==> src/rtl/data_memory_arbiter.sv <==
// data_memory_arbiter: two-master round-robin arbiter and access sequencer owning data_memory's single port.
// Define DMEM_ARB_FIXED_PRIORITY_EN to make m0 win every tie (no round-robin history kept).
module data_memory_arbiter #(
  parameter int ADDR_W = 64,
  parameter int DATA_W = 64
) (
  input  logic              clk,
  input  logic              reset,
  input  logic              m0_req,
  input  logic              m0_we,
  input  logic [ADDR_W-1:0] m0_addr,
  input  logic [DATA_W-1:0] m0_wdata,
  input  logic              m1_req,
  input  logic              m1_we,
  input  logic [ADDR_W-1:0] m1_addr,
  input  logic [DATA_W-1:0] m1_wdata,
  output logic              m0_gnt,
  output logic              m1_gnt,
  output logic              m0_done,
  output logic              m1_done,
  output logic [DATA_W-1:0] m0_rdata,
  output logic [DATA_W-1:0] m1_rdata,
  output logic              mem_control_signal,
  output logic [ADDR_W-1:0] mem_address,
  output logic [DATA_W-1:0] mem_write_data,
  input  logic [DATA_W-1:0] mem_output_data
);

  // state  | meaning
  // IDLE   | nothing in flight, arbitrates on every edge
  // ACCESS | memory port driven from latched operands, gnt pulse to owner
  // RESP   | done pulse to owner, read data passed through, re-arbitrates
  typedef enum logic [1:0] {IDLE, ACCESS, RESP} state_t;

  state_t            state;
  logic              owner;
  logic              op_we;
  logic [ADDR_W-1:0] op_addr;
  logic [DATA_W-1:0] op_wdata;
  logic              any_req;
  logic              winner;

  assign any_req = m0_req | m1_req;

`ifdef DMEM_ARB_FIXED_PRIORITY_EN
  assign winner = ~m0_req;
`else
  logic last;
  // On a tie the master that did not win last time goes next.
  assign winner = (m0_req && m1_req) ? ~last : m1_req;
`endif

  // Operand registers double as the memory port so it holds its last value outside ACCESS.
  assign mem_address        = op_addr;
  assign mem_write_data     = op_wdata;
  assign mem_control_signal = op_we && (state == ACCESS);

  assign m0_rdata = m0_done ? mem_output_data : '0;
  assign m1_rdata = m1_done ? mem_output_data : '0;

  always_ff @(posedge clk or posedge reset) begin
    if (reset) begin
      state    <= IDLE;
      owner    <= 1'b0;
      op_we    <= 1'b0;
      op_addr  <= '0;
      op_wdata <= '0;
      m0_gnt   <= 1'b0;
      m1_gnt   <= 1'b0;
      m0_done  <= 1'b0;
      m1_done  <= 1'b0;
`ifdef DMEM_ARB_FIXED_PRIORITY_EN
`else
      last     <= 1'b1;
`endif
    end else begin
      m0_gnt  <= 1'b0;
      m1_gnt  <= 1'b0;
      m0_done <= 1'b0;
      m1_done <= 1'b0;
      case (state)
        ACCESS: begin
          state   <= RESP;
          m0_done <= ~owner;
          m1_done <= owner;
        end
        default: begin
          if (any_req) begin
            state    <= ACCESS;
            owner    <= winner;
            op_we    <= winner ? m1_we    : m0_we;
            op_addr  <= winner ? m1_addr  : m0_addr;
            op_wdata <= winner ? m1_wdata : m0_wdata;
            m0_gnt   <= ~winner;
            m1_gnt   <= winner;
`ifdef DMEM_ARB_FIXED_PRIORITY_EN
`else
            last     <= winner;
`endif
          end else begin
            state <= IDLE;
          end
        end
      endcase
    end
  end

endmodule

==> config.mk <==
export PLATFORM = sky130hd
export DESIGN_NAME = data_memory_arbiter
export DESIGN_NICKNAME = d
export VERILOG_FILES = /design/src/rtl/data_memory_arbiter.sv
export SDC_FILE = /design/constraint.sdc
export NUM_CORES = 1
export LEC_CHECK = 0
export ABC_CLOCK_PERIOD_IN_PS = 8700
export BUFFER_PORTS_ARGS = -buffer_cell sky130_fd_sc_hd__buf_2
export CAP_MARGIN = 20
export CELL_PAD_IN_SITES_DETAIL_PLACEMENT = 2
export CELL_PAD_IN_SITES_GLOBAL_PLACEMENT = 2
export CORE_AREA = 2 2 225 227
export CTS_CLUSTER_DIAMETER = 30
export DETAILED_ROUTE_END_ITERATION = 12
export DIE_AREA = 0 0 227 229
export PLACE_DENSITY_LB_ADDON = 0.1
export SLEW_MARGIN = 40
export SYNTH_ARGS = -nofsm -noshare
export SYNTH_HDL_FRONTEND = slang
export SYNTH_SLANG_ARGS = --single-unit
==> constraint.sdc <==
create_clock -name clk -period 8.7 [get_ports clk]
set_input_delay 0.435 -clock clk [delete_from_list [all_inputs] [get_ports clk]]
set_output_delay 0.435 -clock clk [all_outputs]
set_load 0.005 [all_outputs]
### Yosys cells after proc, flatten, opt, wreduce, memory -nomap -nowiden

Cells that the tools add are included.

* memories kept: 0
* register bits after elaboration: 137
* latch bits: 0
* ROM bits: 0
* bits in writable memories: 0
* input bits: 326
* output and inout port bits: 261

* reductions and logical operators: 3
* bitwise logic cells: 5
* $add $sub $neg: 0
* equal/unequal tests: 1
* shift-type cells: 0
* multipliers: 0
* muxes and demuxes: 14
* order comparisons: 0
* div/mod/pow operators: 0

Operators by type and width (number)
* $mux 64: 4
* $mux 1: 9
* $not 1->1: 4
* $eq 2x1->1 const B: 1
* $logic_and 1x1->1: 2
* $mux 2: 1
* $reduce_and 2->1: 1
* $or 1x1->1: 1

### Logic depth before layout (Yosys ltp)

* depth after elaboration: 5
* gate-level depth with buffers: 7
* depth with buffers taken out: 4

### Worst setup path before layout

No wires, ideal clock.

* path kind: in2reg
* start point: in m1_req
* end point: reg op_wdata[25], in the netlist mem_write_data[25]
* path buffers: 1
* setup time: 0.127 ns
* arrival: 1.518 ns
* setup slack: 7.054 ns
* stages: 4
* cells stage by stage: a21boi_4 buf_2 mux2_2 mux2_1

* word-level cells in the longest chain between the ends: 3
* elaborated cells between the ends (all ways): 5
* those cells by class: mux (2); bitwise (1); reduce/logical (2)

Ends and longest elaborated chain
* start: declaration: line 13 `input logic m1_req,`
* $logic_and 1x1->1: line 50 `assign winner = (m0_req && m1_req) ? ~last : m1_req;`
* $mux 1: line 50
* $mux 64: line 93 `op_wdata <= winner ? m1_wdata : m0_wdata;`
* end signal: assignment: line 93
* end: declaration: line 39 `logic [DATA_W-1:0] op_wdata;`

Parallel ways exist; a longest one is shown, timed or not.
A chain may end at the register's enable or synchronous reset.

### Worst setup path after layout

* start point: reg state[0]
* end point: reg op_wdata[27], in the netlist mem_write_data[27]

* word-level cells in the longest chain between the ends: 3

Ends and longest elaborated chain
* start: declaration: line 35 `state_t state;`
* start signal: assignment: line 63 `state <= IDLE;`
* start signal: assignment: line 83 `state <= RESP;`
* start signal: assignment: line 89 `state <= ACCESS;`
* $eq 2x1->1: line 81 `case (state)`
* $not 1->1 (no line)
* $reduce_and 2->1 (no line)

No other way between the ends.

==> impl_metrics.csv <==
group,metric,value,unit
floorplan,start_util,14.2,%
clock_tree,h-tree-depth,4,
cells_and_area,areaGrowthSynthToFinish,60.1,%
setup_path,cp_data_arrival_time,2840,ps
logic_synthesis,yosys_warnings,0,
power,peakVddDrop,0.000131,V
global_routing,grt_max_degree,83,
floorplan,die-area,52000,µm²
logic_synthesis,postSynthCellCount,595,
logic_synthesis,synth_common_cells,"dfrtp_1, and2_1, mux2_2",
setup_path,worst-path-buf-inv,3,
power,power_density,304,nW/µm²
route,firstDrtPassIters,4,
logic_synthesis,synthArstFlopShare,100,%
sta,finalSetupViolCount,0,
clock_tree,cts_hold_buf,0,
sta,fin_crit,2500,ps
sta,finalHoldViolCount,0,
placement,gp_congestion,0.732,
setup_path,rrSetupSlack,6200,ps
power,total_leakage_power,6.02,nW
floorplan,dieHeight,229,µm
cells_and_area,fin_util,22.7,%
route,vias_per_cell,3.89,
route,ant_nets,0,
clock_tree,cts-root-buf,"clkbuf_16",
logic_synthesis,netlist-cell-type-count,19,
placement,io_buffers,586,
clock_tree,clock_path_buffers,2,
route,drt_iter0_drc,198,
logic_synthesis,avgSynthCellArea,11.8,µm²
placement,place_hpwl,29.7,mm
logic_synthesis,synth_edf_count,0,
clock_tree,clock_latency,460,ps
sta,tightest_slew,830,ps
sta,rsz0062_at_grt,"false",
outcome,status,"finished clean",
sta,fin_tns_setup,0,ps
logic_synthesis,ys_top_cells_by_area,"dfrtp_1, mux2_2, and2_1, a221o_1, and3_1",
global_routing,overflow,0,
clock_tree,postCtsSetupBuffers,0,
sta,fin_skew,14.4,ps
job,drv_cap,0,
global_routing,grtUsageTotal,14.5,%
sta,report.final.slew_viol_count,0,
cells_and_area,layout.nets,1479,
floorplan,coreArea,49700,µm²
logic_synthesis,synth_top_area_cell,"dfrtp_1",
route,avgRoutedWirePerCell,21.0,µm
logic_synthesis,synth_top_area_share,48.3,%
logic_synthesis,syn_nets,921,
route,vias,7168,
sta,worst_hold_slack,201,ps
worst_hold_path,hold_path_class,"primary input to register",
route,drc,0,
route,routed_wl,38.7,mm
sta,max_freq,400,MHz
floorplan,rows,82,
setup_path,crit_family,"buffers and inverters",
setup_path,worstSetupPathType,"register to register",
clock_tree,cts_tree,"done",
setup_path,cpPeakStageDelay,550,ps
global_routing,antenna_found_initial,14,
setup_path,path_max_fanout,82,
placement,dp_cells,1804,
setup_path,path_cells,"nand2b_2, buf_6, o21ai_4, inv_2, buf_4, mux2_2",
clock_tree,cts_made_buffers,17,
clock_tree,cts_num_sinks,137,
sta,fin_crit_sh,28.7,%
setup_path,required,9040,ps
floorplan,io_pins,587,
logic_synthesis,synth-seq-area-share,48.7,%
setup_path,cp-end-kind,"register",
sta,maxSlewHeadroom,44.6,%
setup_path,worstSetupStartpointType,"register",
global_routing,grt_pass1_wl,54.8,mm
global_routing,grt_pass1_vias,7836,
cells_and_area,drive_gt1_share,63.1,%
logic_synthesis,ys.flop_type,"dfrtp_1",
clock_tree,cts_repair_resize_count,0,
cells_and_area,instances_no_fill,1842,
clock_tree,clk_pin_slew,70,ps
setup_path,cp_slowest_cell,"buf_4",
logic_synthesis,synth_most_common_cell,"dfrtp_1",
logic_synthesis,ys_ff_latch,137,
floorplan,die_w,227,µm
logic_synthesis,synth_area,7050,µm²
==> sequential cells by signal (all words and copies together) (netlist names) <==
name,flops
op_we,1
state,2
owner,1
last,1
m1_done,1
mem_write_data,64
mem_address,64
m0_done,1
m0_gnt,1
m1_gnt,1
==> cells by family after synthesis <==
group | Yosys count | share of synthesized area [%]
buffers and inverters | 61 | 4.23
AND/OR/NAND/NOR | 212 | 18.9
flip-flops | 137 | 48.7
multiplexers | 104 | 16.6
AO/OA/AOI/OAI | 81 | 11.6
==> worst register-to-register path, delay by kind of cell (launching register included) <==
family	cells	cell delay, ps
compound gates	1	180
simple gates	1	90
mux	1	440
flops	1	380
buf+inv	3	1310
==> metal layers <==
metal	vias to the layer above	part of all wire (%)	track usage [%]
met5	-	0.29	0
met4	16	1.7	4.21
met3	49	9.4	5.84
met2	316	53	27.3
met1	3499	35	14.5
li1	3288	-	-
==> power by group <==
group	switching (W)	leakage, nW	internal [W]
registers	0.000162	1.63	0.000950
logic	0.000788	4.10	0.000754
clock network	0.000309	0.288	0.000463
==> through the flow <==
step	power [W]	setup slack (ps)	cell area [µm²]
after floorplan	0.00191	4600	7050
after global placement	0.00271	5490	10600
after detailed placement	0.00273	5760	10600
after CTS	0.00354	5990	11200
after global routing	0.00370	5970	11300
final	0.00343	6200	11300
==> placed cells by master, fill, tap and decap left out <==
master         Yosys  layout
buf_2             10     586
dfrtp_1          136     136
and2_1           131     131
mux2_2           101     101
and3_1            77      77
a221o_1           77      77
clkbuf_16          0      17
buf_6              5       6
diode_2            0       4
clkinv_2           0       4
clkinvlp_4         0       4
mux2_1             3       3
bufinv_16          0       3
buf_4              5       3
inv_2              2       2
nor2_1             2       2
clkinv_4           0       2
a22o_1             2       2
clkbuf_8           0       2
nand2b_2           0       1
o21ai_4            0       1
a21boi_4           1       1
nor3_4             1       1
clkbuf_1          38       1
dlygate4sd3_1      0       1
dfstp_2            1       1
buf_12             0       1
==> final timing paths <==
| kind | startpoint | end | cells after the start |
|---|---|---|---|
| worst max-delay path | state[0] | mem_write_data[27] | 6 |
| worst min register to register | owner | m0_done | 1 |
| min in group asynchronous | reset | mem_write_data[0] | 3 |
| worst min-delay path | m0_addr[27] | mem_address[27] | 2 |
| max in group asynchronous | reset | mem_write_data[42] | 5 |
| worst max register to register | state[0] | mem_write_data[27] | 6 |
==> layout make-up <==
type                       instances  area, µm²
sequential                       137       3430
inverter                           3       16.3
fill                            5738      38400
antenna                            4       10.0
multi-input combinational        397       3330
timing repair buffer             597       3050
clock buffer                      20        457
tap                              672        841
clock inverter                    12        149
Power figures use the tool's default switching activity.
